### src/rtl/prbs_sat_cnt.sv
`default_nettype none
// ============================================================================
// Module      : prbs_sat_cnt
// Description : Saturating up-counter with synchronous clear (clear has
//               priority) and a variable increment amount.
// Revision    : 1.0
// ============================================================================
module prbs_sat_cnt #(
    parameter int W     = 32,
    parameter int INC_W = 1
) (
    input  logic             clk,
    input  logic             rst_n,
    input  logic             clear,
    input  logic             inc,
    input  logic [INC_W-1:0] amt,
    output logic [W-1:0]     count
);

    localparam int SUM_W = W + 1;

    logic [W-1:0] count_q, count_d;
    logic [W:0]   sum;

    always_comb begin
        sum     = {1'b0, count_q} + SUM_W'(amt);
        count_d = count_q;
        if (clear) begin
            count_d = '0;
        end else if (inc) begin
            count_d = sum[W] ? '1 : sum[W-1:0];
        end
    end

    always_ff @(posedge clk or negedge rst_n) begin
        if (!rst_n) begin
            count_q <= '0;
        end else begin
            count_q <= count_d;
        end
    end

    assign count = count_q;

endmodule
`default_nettype wire

### config.mk
export PLATFORM = sky130hd
export DESIGN_NAME = prbs_sat_cnt
export DESIGN_NICKNAME = d
export VERILOG_FILES = /design/src/rtl/prbs_sat_cnt.sv
export SDC_FILE = /design/constraint.sdc
export NUM_CORES = 1
export LEC_CHECK = 0
export BUFFER_PORTS_ARGS = -buffer_cell sky130_fd_sc_hd__buf_2
export CAP_MARGIN = 20
export CORE_MARGIN = 2
export CORE_UTILIZATION = 35
export DETAILED_ROUTE_END_ITERATION = 8
export GPL_ROUTABILITY_DRIVEN = 0
export GPL_TIMING_DRIVEN = 0
export MAX_ROUTING_LAYER = met4
export SETUP_SLACK_MARGIN = 0.5
export SYNTH_ARGS = -nofsm -noshare
export SYNTH_HDL_FRONTEND = slang
export SYNTH_SLANG_ARGS = --single-unit
### constraint.sdc
create_clock -name clk -period 2.48 [get_ports clk]
set_input_delay 0.124 -clock clk [delete_from_list [all_inputs] [get_ports clk]]
set_output_delay 0.124 -clock clk [all_outputs]
set_load 0.005 [all_outputs]
==> results of run 1 <==
## cell usage in the layout (no fill, tap or decap), types with 5 or more instances in the layout
| cell | netlist | final |
|---|---|---|
| sky130_fd_sc_hd__nor2_1 | 23 | 20 |
| sky130_fd_sc_hd__nand3_1 | 11 | 10 |
| sky130_fd_sc_hd__nor3_1 | 9 | 8 |
| sky130_fd_sc_hd__dfrtp_1 | 32 | 30 |
| sky130_fd_sc_hd__nand4_1 | 13 | 13 |
| sky130_fd_sc_hd__nand2_1 | 15 | 15 |
| sky130_fd_sc_hd__and3_1 | 7 | 6 |
| sky130_fd_sc_hd__buf_4 | 1 | 9 |
| sky130_fd_sc_hd__buf_2 | 1 | 35 |
| sky130_fd_sc_hd__a21oi_1 | 12 | 10 |
| sky130_fd_sc_hd__clkbuf_8 | 0 | 5 |
| sky130_fd_sc_hd__a211oi_2 | 4 | 9 |
| sky130_fd_sc_hd__a31oi_1 | 10 | 9 |
| sky130_fd_sc_hd__o21a_1 | 5 | 5 |
| sky130_fd_sc_hd__clkbuf_1 | 5 | 5 |
## kinds of logic after synthesis
family / Yosys count / share of synthesized area (%)
multiplexers: 3 / 1.60
buffers and inverters: 15 / 3.59
flip-flops: 32 / 41.1
AND/OR/NAND/NOR: 101 / 31.3
adder cells (fa/ha/maj): 2 / 1.28
AO/OA/AOI/OAI: 54 / 21.1
## worst register-to-register path: stages, from the launching register on
cell                      delay, ps
sky130_fd_sc_hd__dfrtp_1        390
sky130_fd_sc_hd__ha_4           170
sky130_fd_sc_hd__nand4_1        200
sky130_fd_sc_hd__nor4_4         330
sky130_fd_sc_hd__buf_4          200
sky130_fd_sc_hd__nand3_4        150
sky130_fd_sc_hd__nand2_1        230
sky130_fd_sc_hd__o221a_2        230
## worst max path at each step
stage / endpoint / depth (start not counted) / from
2_1_floorplan: count[20] / 6 / count[0]
3_3_place_gp: count[22] / 6 / count[0]
3_5_place_dp: count[22] / 6 / count[0]
4_1_cts: count[20] / 6 / count[0]
5_1_grt: count[5] / 7 / count[0]
6_report: count[0] / 7 / count[0]
## stage by stage
stage	cell area [sq um]	cells	hold slack [ps]
final	2530	331	296
after global routing	2530	331	303
after CTS	2320	323	284
after detailed placement	2210	314	227
after global placement	2210	314	224
after floorplan	1950	207	-172
## what timing repair did
item | CTS | global route
setup endpoints to repair | 28 | 27
gates resized for setup | 2 | 31
hold endpoints to repair | 32 | 0
pin swaps | 3 | 9
cloned | 0 | 2
setup buffers | 3 | 6
hold buffers | 1 | 0
## area by class of cell
type	count	area (sq um)	area share [%]
clock buffer	5	68.8	2.72
tap	72	90.1	3.56
timing repair buffer	46	285	11.3
multi-input combinational	161	1200	47.6
sequential	32	803	31.8
inverter	5	18.8	0.742
buffer	10	57.6	2.28
## metal layers
layer | up-vias | wire, um | track usage [%]
met2 | 72 | 2560 | 28.6
met4 | 0 | 92 | 8.07
met5 | - | 0 | -
li1 | 905 | - | -
met1 | 939 | 2670 | 25.6
met3 | 8 | 387 | 3.79
## power breakdown
part	internal, uW	total, uW	switching [uW]	leakage (uW)
sequential	524	525	1.60	0.000443
clock	181	369	188	0.0000359
combinational	22.7	76.6	54.0	0.000663
total	727	971	244	0.00114
==> impl_metrics.env, run 1 <==
export IMPL_grt_first_pass_wirelength_um=8940
export IMPL_worst_skew_pair_late_latency_ps=290
export IMPL_path_delay_family="simple AND/OR/NAND/NOR gates"
export IMPL_routed_via_count=1924
export IMPL_dieArea_sq_um=6180
export IMPL_fin_crit_ps=1950
export IMPL_worstHoldPathCells=3
export IMPL_hpwlAfterDp_um=3750
export IMPL_peak_clock_frequency_supported_by_timing_ghz=0.513
export IMPL_ir_drop_uv=158
export IMPL_final_period_utilization_pct=78.6
export IMPL_utilization_of_the_core_after_routing_pct=46.5
export IMPL_synth_edff_count=0
export IMPL_timing_critical_path_slowest_stage_cell="sky130_fd_sc_hd__dfrtp_1"
export IMPL_ant_nets=0
export IMPL_ys_top_cells_by_area="sky130_fd_sc_hd__dfrtp_1, sky130_fd_sc_hd__nor2_1, sky130_fd_sc_hd__nand4_1"
export IMPL_max_cap_violation_count=0
export IMPL_critPathMaxStageDelay_ps=390
export IMPL_grt_setup_unrepaired="true"
export IMPL_track_usage_pct=19.2
export IMPL_synth_commonest_cells="sky130_fd_sc_hd__dfrtp_1, sky130_fd_sc_hd__nor2_1, sky130_fd_sc_hd__nand2_1, sky130_fd_sc_hd__nand4_1, sky130_fd_sc_hd__a21oi_1"
export IMPL_r2r_worst_path_cells=7
export IMPL_yosysWarningCount=0
export IMPL_top_level_ports=37
export IMPL_die_height_um=78.6
export IMPL_buffer_ports_inserted=35
export IMPL_drt_initial_drc_count=127
export IMPL_reg2reg_to="count[0]"
export IMPL_max_root_sink_buffers=2
export IMPL_min_delay_start="amt"
export IMPL_cts_buffers_inserted=5
export IMPL_clkSinkCount=32
export IMPL_ff2ff_setup_slack_ps=530
export IMPL_synth_largest_area_cell="sky130_fd_sc_hd__dfrtp_1"
export IMPL_crit_required_ps=2710
export IMPL_synth_cell_types=45
export IMPL_syn_mean_instance_area_sq_um=9.42
export IMPL_avgViaCountPerCell=5.81
export IMPL_dp_worst_setup_slack_ps=332
export IMPL_p_per_area_nw_per_um2=384
export IMPL_detail_route_wirelength_um=5710
export IMPL_rr_startpoint="count[0]"
export IMPL_ctsRootBufferMaster="sky130_fd_sc_hd__clkbuf_8"
export IMPL_async_flop_share_pct=100
export IMPL_initial_antenna_violation_count=0
export IMPL_drt_drc=0
export IMPL_largest_reg_flops=32
export IMPL_status="completed"
export IMPL_core_area_sq_um=5440
export IMPL_critical_path_n_buffers_inverters=1
export IMPL_first_global_vias=1773
export IMPL_end_kind="register"
export IMPL_cp_arrival_ps=2180
export IMPL_setup_worst_path_start_class="register"
export IMPL_area_growth_pct=29.7
export IMPL_worst_clock_skew_ps=9.84
export IMPL_wl_per_cell_um=17.2
export IMPL_synth_top_area_share_pct=41.1
export IMPL_min_delay_path_class="in2reg"
export IMPL_layout_drive_gt1_share_pct=37.1
export IMPL_die_width_um=78.6
export IMPL_aggregate_global_routing_overflow=0
export IMPL_critical_path_peak_fanout=6
export IMPL_syn_nets=214
export IMPL_worst_setup_hold_path_clk_slew_ps=60
export IMPL_synth_yosys_seq_area_share_pct=41.1
export IMPL_synth_most_common_cell="sky130_fd_sc_hd__dfrtp_1"
export IMPL_cts_htree_levels=2
export IMPL_num_antenna_cells=0
export IMPL_synthesized_area_sq_um=1950
export IMPL_fin_nets=268
export IMPL_setup_worst_path_class="reg2reg"
export IMPL_rows=27
export IMPL_finalSetupTns_ps=0
export IMPL_slew_violations=0
export IMPL_total_leakage_power_uw=0.00114
export IMPL_fin_ws_ps=530
export IMPL_cts_tree="done"
export IMPL_tightestPinTransition_ps=773
export IMPL_p_total_uw=971
export IMPL_largest_net_degree_at_the_start_of_global_routing=33
export IMPL_synth_seq_cells=32
export IMPL_synth_top_flop_cell="sky130_fd_sc_hd__dfrtp_1"
export IMPL_timing_slew_headroom_pct=48.5
export IMPL_syn_inst=207
export IMPL_timing_final_hold_violations=0
export IMPL_drt_first_pass_iters=4
export IMPL_floorplan_initialDensity_pct=35.8
export IMPL_end_of_the_worst_hold_path="count[0]"
export IMPL_crit_chain="ha_4 > nand4_1 > nor4_4 > buf_4 > nand3_4 > nand2_1 > o221a_2"
export IMPL_nFillCells=548
export IMPL_finalSetupViolations=0
No activity file was read; power rests on OpenSTA's default activity.
==> run 2: changes to the inputs <==
==> constraint.sdc (replaced) <==
create_clock -name clk -period 1.8 [get_ports clk]
set_input_delay 0.09 -clock clk [delete_from_list [all_inputs] [get_ports clk]]
set_output_delay 0.09 -clock clk [all_outputs]
set_load 0.005 [all_outputs]
==> impl_metrics.env, run 2 (synthesized netlist as in run 1, its figures left out) <==
export IMPL_status="finished, violations left"
export IMPL_violations="negative setup slack"
export IMPL_fin_nets=268
export IMPL_finalSetupViolations=19
export IMPL_core_area_sq_um=5440
export IMPL_die_width_um=78.6
export IMPL_mostFrequentLayoutCells="sky130_fd_sc_hd__buf_2, sky130_fd_sc_hd__dfrtp_1, sky130_fd_sc_hd__nor2_1, sky130_fd_sc_hd__nand2_1, sky130_fd_sc_hd__nand4_1"
export IMPL_buffer_ports_inserted=35
export IMPL_drt_drc=0
export IMPL_dieArea_sq_um=6180
export IMPL_clkSinkCount=32
export IMPL_fin_crit_ps=1880
export IMPL_final_period_utilization_pct=104
export IMPL_fin_ws_ps=-80.8
export IMPL_layout_commonest_cell="sky130_fd_sc_hd__buf_2"
export IMPL_crit_required_ps=1980
export IMPL_peak_clock_frequency_supported_by_timing_ghz=0.532
export IMPL_utilization_of_the_core_after_routing_pct=48.5
export IMPL_grt_first_pass_wirelength_um=9100
export IMPL_num_antenna_cells=0
export IMPL_min_delay_path_class="in2reg"
export IMPL_final_area_sq_um=2640
export IMPL_aggregate_global_routing_overflow=0
export IMPL_placed_area_sq_um=2300
export IMPL_timing_final_hold_violations=0
export IMPL_grt_setup_unrepaired="true"
export IMPL_layout_drive_gt1_share_pct=42.7
export IMPL_nFillCells=525
export IMPL_setup_worst_path_class="reg2reg"
export IMPL_track_usage_pct=19.4
export IMPL_finalSetupTns_ps=-727
export IMPL_wl_per_cell_um=16.7
export IMPL_timing_slew_headroom_pct=45.9
export IMPL_ff_latch_area_sq_um=808
export IMPL_p_per_area_nw_per_um2=535
export IMPL_initial_antenna_violation_count=0
export IMPL_ant_nets=0
export IMPL_end_kind="register"
export IMPL_routed_via_count=1881
export IMPL_max_cap_violation_count=0
export IMPL_max_root_sink_buffers=2
export IMPL_first_global_vias=1721
export IMPL_top_level_ports=37
export IMPL_floorplan_initialDensity_pct=35.8
export IMPL_cts_tree="done"
export IMPL_cts_buffers_inserted=5
export IMPL_largest_reg_flops=32
export IMPL_drt_first_pass_iters=4
export IMPL_cp_arrival_ps=2060
export IMPL_total_leakage_power_uw=0.00114
export IMPL_ctsRootBufferMaster="sky130_fd_sc_hd__clkbuf_8"
export IMPL_setup_worst_path_start_class="register"
export IMPL_slew_violations=0
export IMPL_worst_skew_pair_late_latency_ps=290
export IMPL_area_growth_pct=35.2
export IMPL_worst_clock_skew_ps=9.38
export IMPL_ir_drop_uv=301
export IMPL_rows=27
export IMPL_multi_input_comb_area_sq_um=1290
export IMPL_detail_route_wirelength_um=5590
export IMPL_avgViaCountPerCell=5.63
export IMPL_worst_setup_hold_path_clk_slew_ps=70
export IMPL_largest_net_degree_at_the_start_of_global_routing=33
export IMPL_critical_path_peak_fanout=5
export IMPL_cts_htree_levels=2
export IMPL_drt_initial_drc_count=96
export IMPL_die_height_um=78.6
export IMPL_tightestPinTransition_ps=811
export IMPL_hpwlAfterDp_um=3790
run 2: worst paths after layout:
path,startpoint,to,slack (ps),cells past startpoint
max in group asynchronous,rst_n,count[9],900,2
worst min register to register,count[31],count[31],530,1
min in group asynchronous,rst_n,count[6],390,2
worst min-delay path,amt,count[0],270,3
worst max-delay path,count[0],count[20],-80,6
worst max register to register,count[0],count[20],-80,6
run 2: routing by layer:
metal / global-route usage [%] / up-vias / wire length (um)
li1: - / 910 / -
met1: 25.8 / 918 / 2500
met2: 30.4 / 47 / 2700
met3: 3.45 / 6 / 315
met4: 5.79 / 0 / 69
met5: - / - / 0
run 2: timing repair:
action                     in CTS  in global routing
gates resized for setup        16                 20
hold buffers                    1                  0
hold endpoints to repair       32                  0
setup endpoints to repair      32                 32
cloned                          2                  0
pin swaps                       9                  4
buffers inserted                6                  3
run 2: cell type report:
type / count / area share, %
Buffer: 10 / 2.56
Clock buffer: 8 / 3.42
Inverter: 5 / 0.712
Multi-Input combinational cell: 162 / 48.9
Sequential cell: 32 / 30.7
Tap cell: 72 / 3.42
Timing Repair Buffer: 45 / 10.3
run 2: critical path, stage by stage, from the launching register on:
cell,delay (ps)
sky130_fd_sc_hd__dfrtp_1,390
sky130_fd_sc_hd__ha_4,170
sky130_fd_sc_hd__nand4_1,150
sky130_fd_sc_hd__and4bb_4,400
sky130_fd_sc_hd__nand4_1,150
sky130_fd_sc_hd__or2_4,250
sky130_fd_sc_hd__o221a_2,260
run 2: power by group:
group          total, uW  switching, uW  internal [uW]
sequential           723           2.12            721
clock                584            272            312
combinational        103           74.8           28.1
run 2: through the flow:
step                setup slack, ps  hold slack, ps  total power (uW)  instances
floorplan                     -33.0            -206               783        207
global placement               -212             200               825        314
detailed placement             -214             207               827        314
CTS                            -129             233              1430        331
global route                   -148             274              1460        334
finish                        -80.8             267              1410        334
==> run 3: changes to the inputs <==
--- a/config.mk
+++ b/config.mk
@@ -13,7 +13,9 @@
 export GPL_ROUTABILITY_DRIVEN = 0
 export GPL_TIMING_DRIVEN = 0
 export MAX_ROUTING_LAYER = met4
+export PLACE_DENSITY = 0.52
 export SETUP_SLACK_MARGIN = 0.5
+export SLEW_MARGIN = 15
 export SYNTH_ARGS = -nofsm -noshare
 export SYNTH_HDL_FRONTEND = slang
 export SYNTH_SLANG_ARGS = --single-unit
==> impl_metrics.env, run 3 (synthesized netlist as in run 1, its figures left out) <==
export IMPL_detail_route_wirelength_um=5890
export IMPL_aggregate_global_routing_overflow=0
export IMPL_p_per_area_nw_per_um2=512
export IMPL_final_period_utilization_pct=107
export IMPL_max_cap_violation_count=0
export IMPL_status="finished, violations left"
export IMPL_nFillCells=533
export IMPL_violations="negative setup slack"
export IMPL_finalHoldWorstSlack_ps=252
export IMPL_drt_initial_drc_count=127
export IMPL_ff2ff_setup_slack_ps=-130
export IMPL_layout_drive_gt1_share_pct=41.7
export IMPL_fin_nets=273
export IMPL_cts_buffers_inserted=5
export IMPL_utilization_of_the_core_after_routing_pct=48.6
export IMPL_initial_antenna_violation_count=0
export IMPL_setup_worst_path_class="reg2reg"
export IMPL_mostFrequentLayoutCells="sky130_fd_sc_hd__buf_2, sky130_fd_sc_hd__dfrtp_1, sky130_fd_sc_hd__nor2_1, sky130_fd_sc_hd__nand2_1, sky130_fd_sc_hd__nand4_1"
export IMPL_cts_tree="done"
export IMPL_routed_via_count=1882
export IMPL_timing_final_hold_violations=0
export IMPL_final_cell_count_without_fillers=338
export IMPL_end_kind="register"
export IMPL_hpwlAfterDp_um=3900
export IMPL_worst_skew_pair_late_latency_ps=290
export IMPL_dp_cells=314
export IMPL_dp_worst_setup_slack_ps=-266
export IMPL_layout_commonest_cell="sky130_fd_sc_hd__buf_2"
export IMPL_buffer_ports_inserted=35
export IMPL_dieArea_sq_um=6180
export IMPL_grt_setup_unrepaired="true"
export IMPL_ant_nets=0
export IMPL_peak_clock_frequency_supported_by_timing_ghz=0.517
export IMPL_largest_reg_flops=32
export IMPL_top_level_ports=37
export IMPL_floorplan_initialDensity_pct=35.8
export IMPL_largest_net_degree_at_the_start_of_global_routing=33
export IMPL_cp_arrival_ps=2110
export IMPL_worst_clock_skew_ps=9.16
export IMPL_max_root_sink_buffers=2
export IMPL_finalSetupTns_ps=-2150
export IMPL_area_growth_pct=35.6
export IMPL_die_width_um=78.6
export IMPL_fin_crit_ps=1930
export IMPL_ir_drop_uv=264
export IMPL_slew_violations=0
export IMPL_num_antenna_cells=0
export IMPL_tightestPinTransition_ps=835
export IMPL_total_leakage_power_uw=0.00118
export IMPL_rows=27
export IMPL_first_global_vias=1789
export IMPL_clkSinkCount=32
export IMPL_avgViaCountPerCell=5.57
export IMPL_core_area_sq_um=5440
export IMPL_critical_path_peak_fanout=5
export IMPL_worst_setup_hold_path_clk_slew_ps=70
export IMPL_wl_per_cell_um=17.4
export IMPL_track_usage_pct=20.8
export IMPL_grt_first_pass_wirelength_um=9520
export IMPL_setup_worst_path_start_class="register"
export IMPL_min_delay_path_class="in2reg"
export IMPL_drt_drc=0
export IMPL_cts_htree_levels=2
export IMPL_drt_first_pass_iters=4
export IMPL_die_height_um=78.6
export IMPL_timing_slew_headroom_pct=44.3
export IMPL_finalSetupViolations=28
export IMPL_fin_ws_ps=-135
export IMPL_ctsRootBufferMaster="sky130_fd_sc_hd__clkbuf_8"
export IMPL_crit_required_ps=1980
## run 3: worst paths after layout
path,start,end,cells past startpoint
min in group asynchronous,rst_n,count[10],2
hold reg to reg,count[31],count[31],1
setup reg to reg,count[0],count[20],7
hold / removal,amt,count[0],3
setup / recovery,count[0],count[20],7
max in group asynchronous,rst_n,count[2],2
## run 3: cell type report
| class | count | area (sq um) | share of cell area (%) |
|---|---|---|---|
| multi-input combinational | 160 | 1240 | 47.1 |
| sequential | 32 | 806 | 30.5 |
| timing repair buffer | 52 | 340 | 12.9 |
| tap | 72 | 90.1 | 3.41 |
| clock buffer | 6 | 72.6 | 2.74 |
| buffer | 10 | 66.3 | 2.51 |
| inverter | 5 | 18.8 | 0.710 |
| clock inverter | 1 | 5.00 | 0.189 |
## run 3: per-layer routing
metal	up-vias	routed length (um)	GRT usage, %	part of all wire [%]
li1	914	-	-	-
met4	0	63	5.79	1.1
met5	-	0	-	0
met1	922	2850	28.1	48
met2	40	2750	31.5	47
met3	6	224	4.37	3.8
## run 3: critical path, stage by stage (launching register included)
cell                       delay [ps]
sky130_fd_sc_hd__dfrtp_1          390
sky130_fd_sc_hd__ha_4             150
sky130_fd_sc_hd__nand4_1          160
sky130_fd_sc_hd__buf_4            180
sky130_fd_sc_hd__and4bb_4         330
sky130_fd_sc_hd__nand4_1          130
sky130_fd_sc_hd__or2_4            240
sky130_fd_sc_hd__o221a_2          260
## run 3: what timing repair did
| item | 4_1_cts | 5_1_grt |
|---|---|---|
| hold buffers | 1 | 0 |
| gates resized for setup | 13 | 11 |
| endpoints found under the setup margin | 32 | 32 |
| buffers inserted | 8 | 7 |
| pin swaps | 4 | 6 |
| hold endpoints to repair | 32 | 0 |
| cloned | 0 | 1 |
## run 3: through the flow
stage,instance area (sq um),power [uW]
6_report,2640,1350
5_1_grt,2640,1420
4_1_cts,2520,1370
3_5_place_dp,2300,827
3_3_place_gp,2300,826
2_1_floorplan,2030,783
## run 3: report_power, final
group | switching, uW | internal (uW)
clock | 267 | 263
sequential | 2.31 | 721
combinational | 72.3 | 27.5
total | 342 | 1010
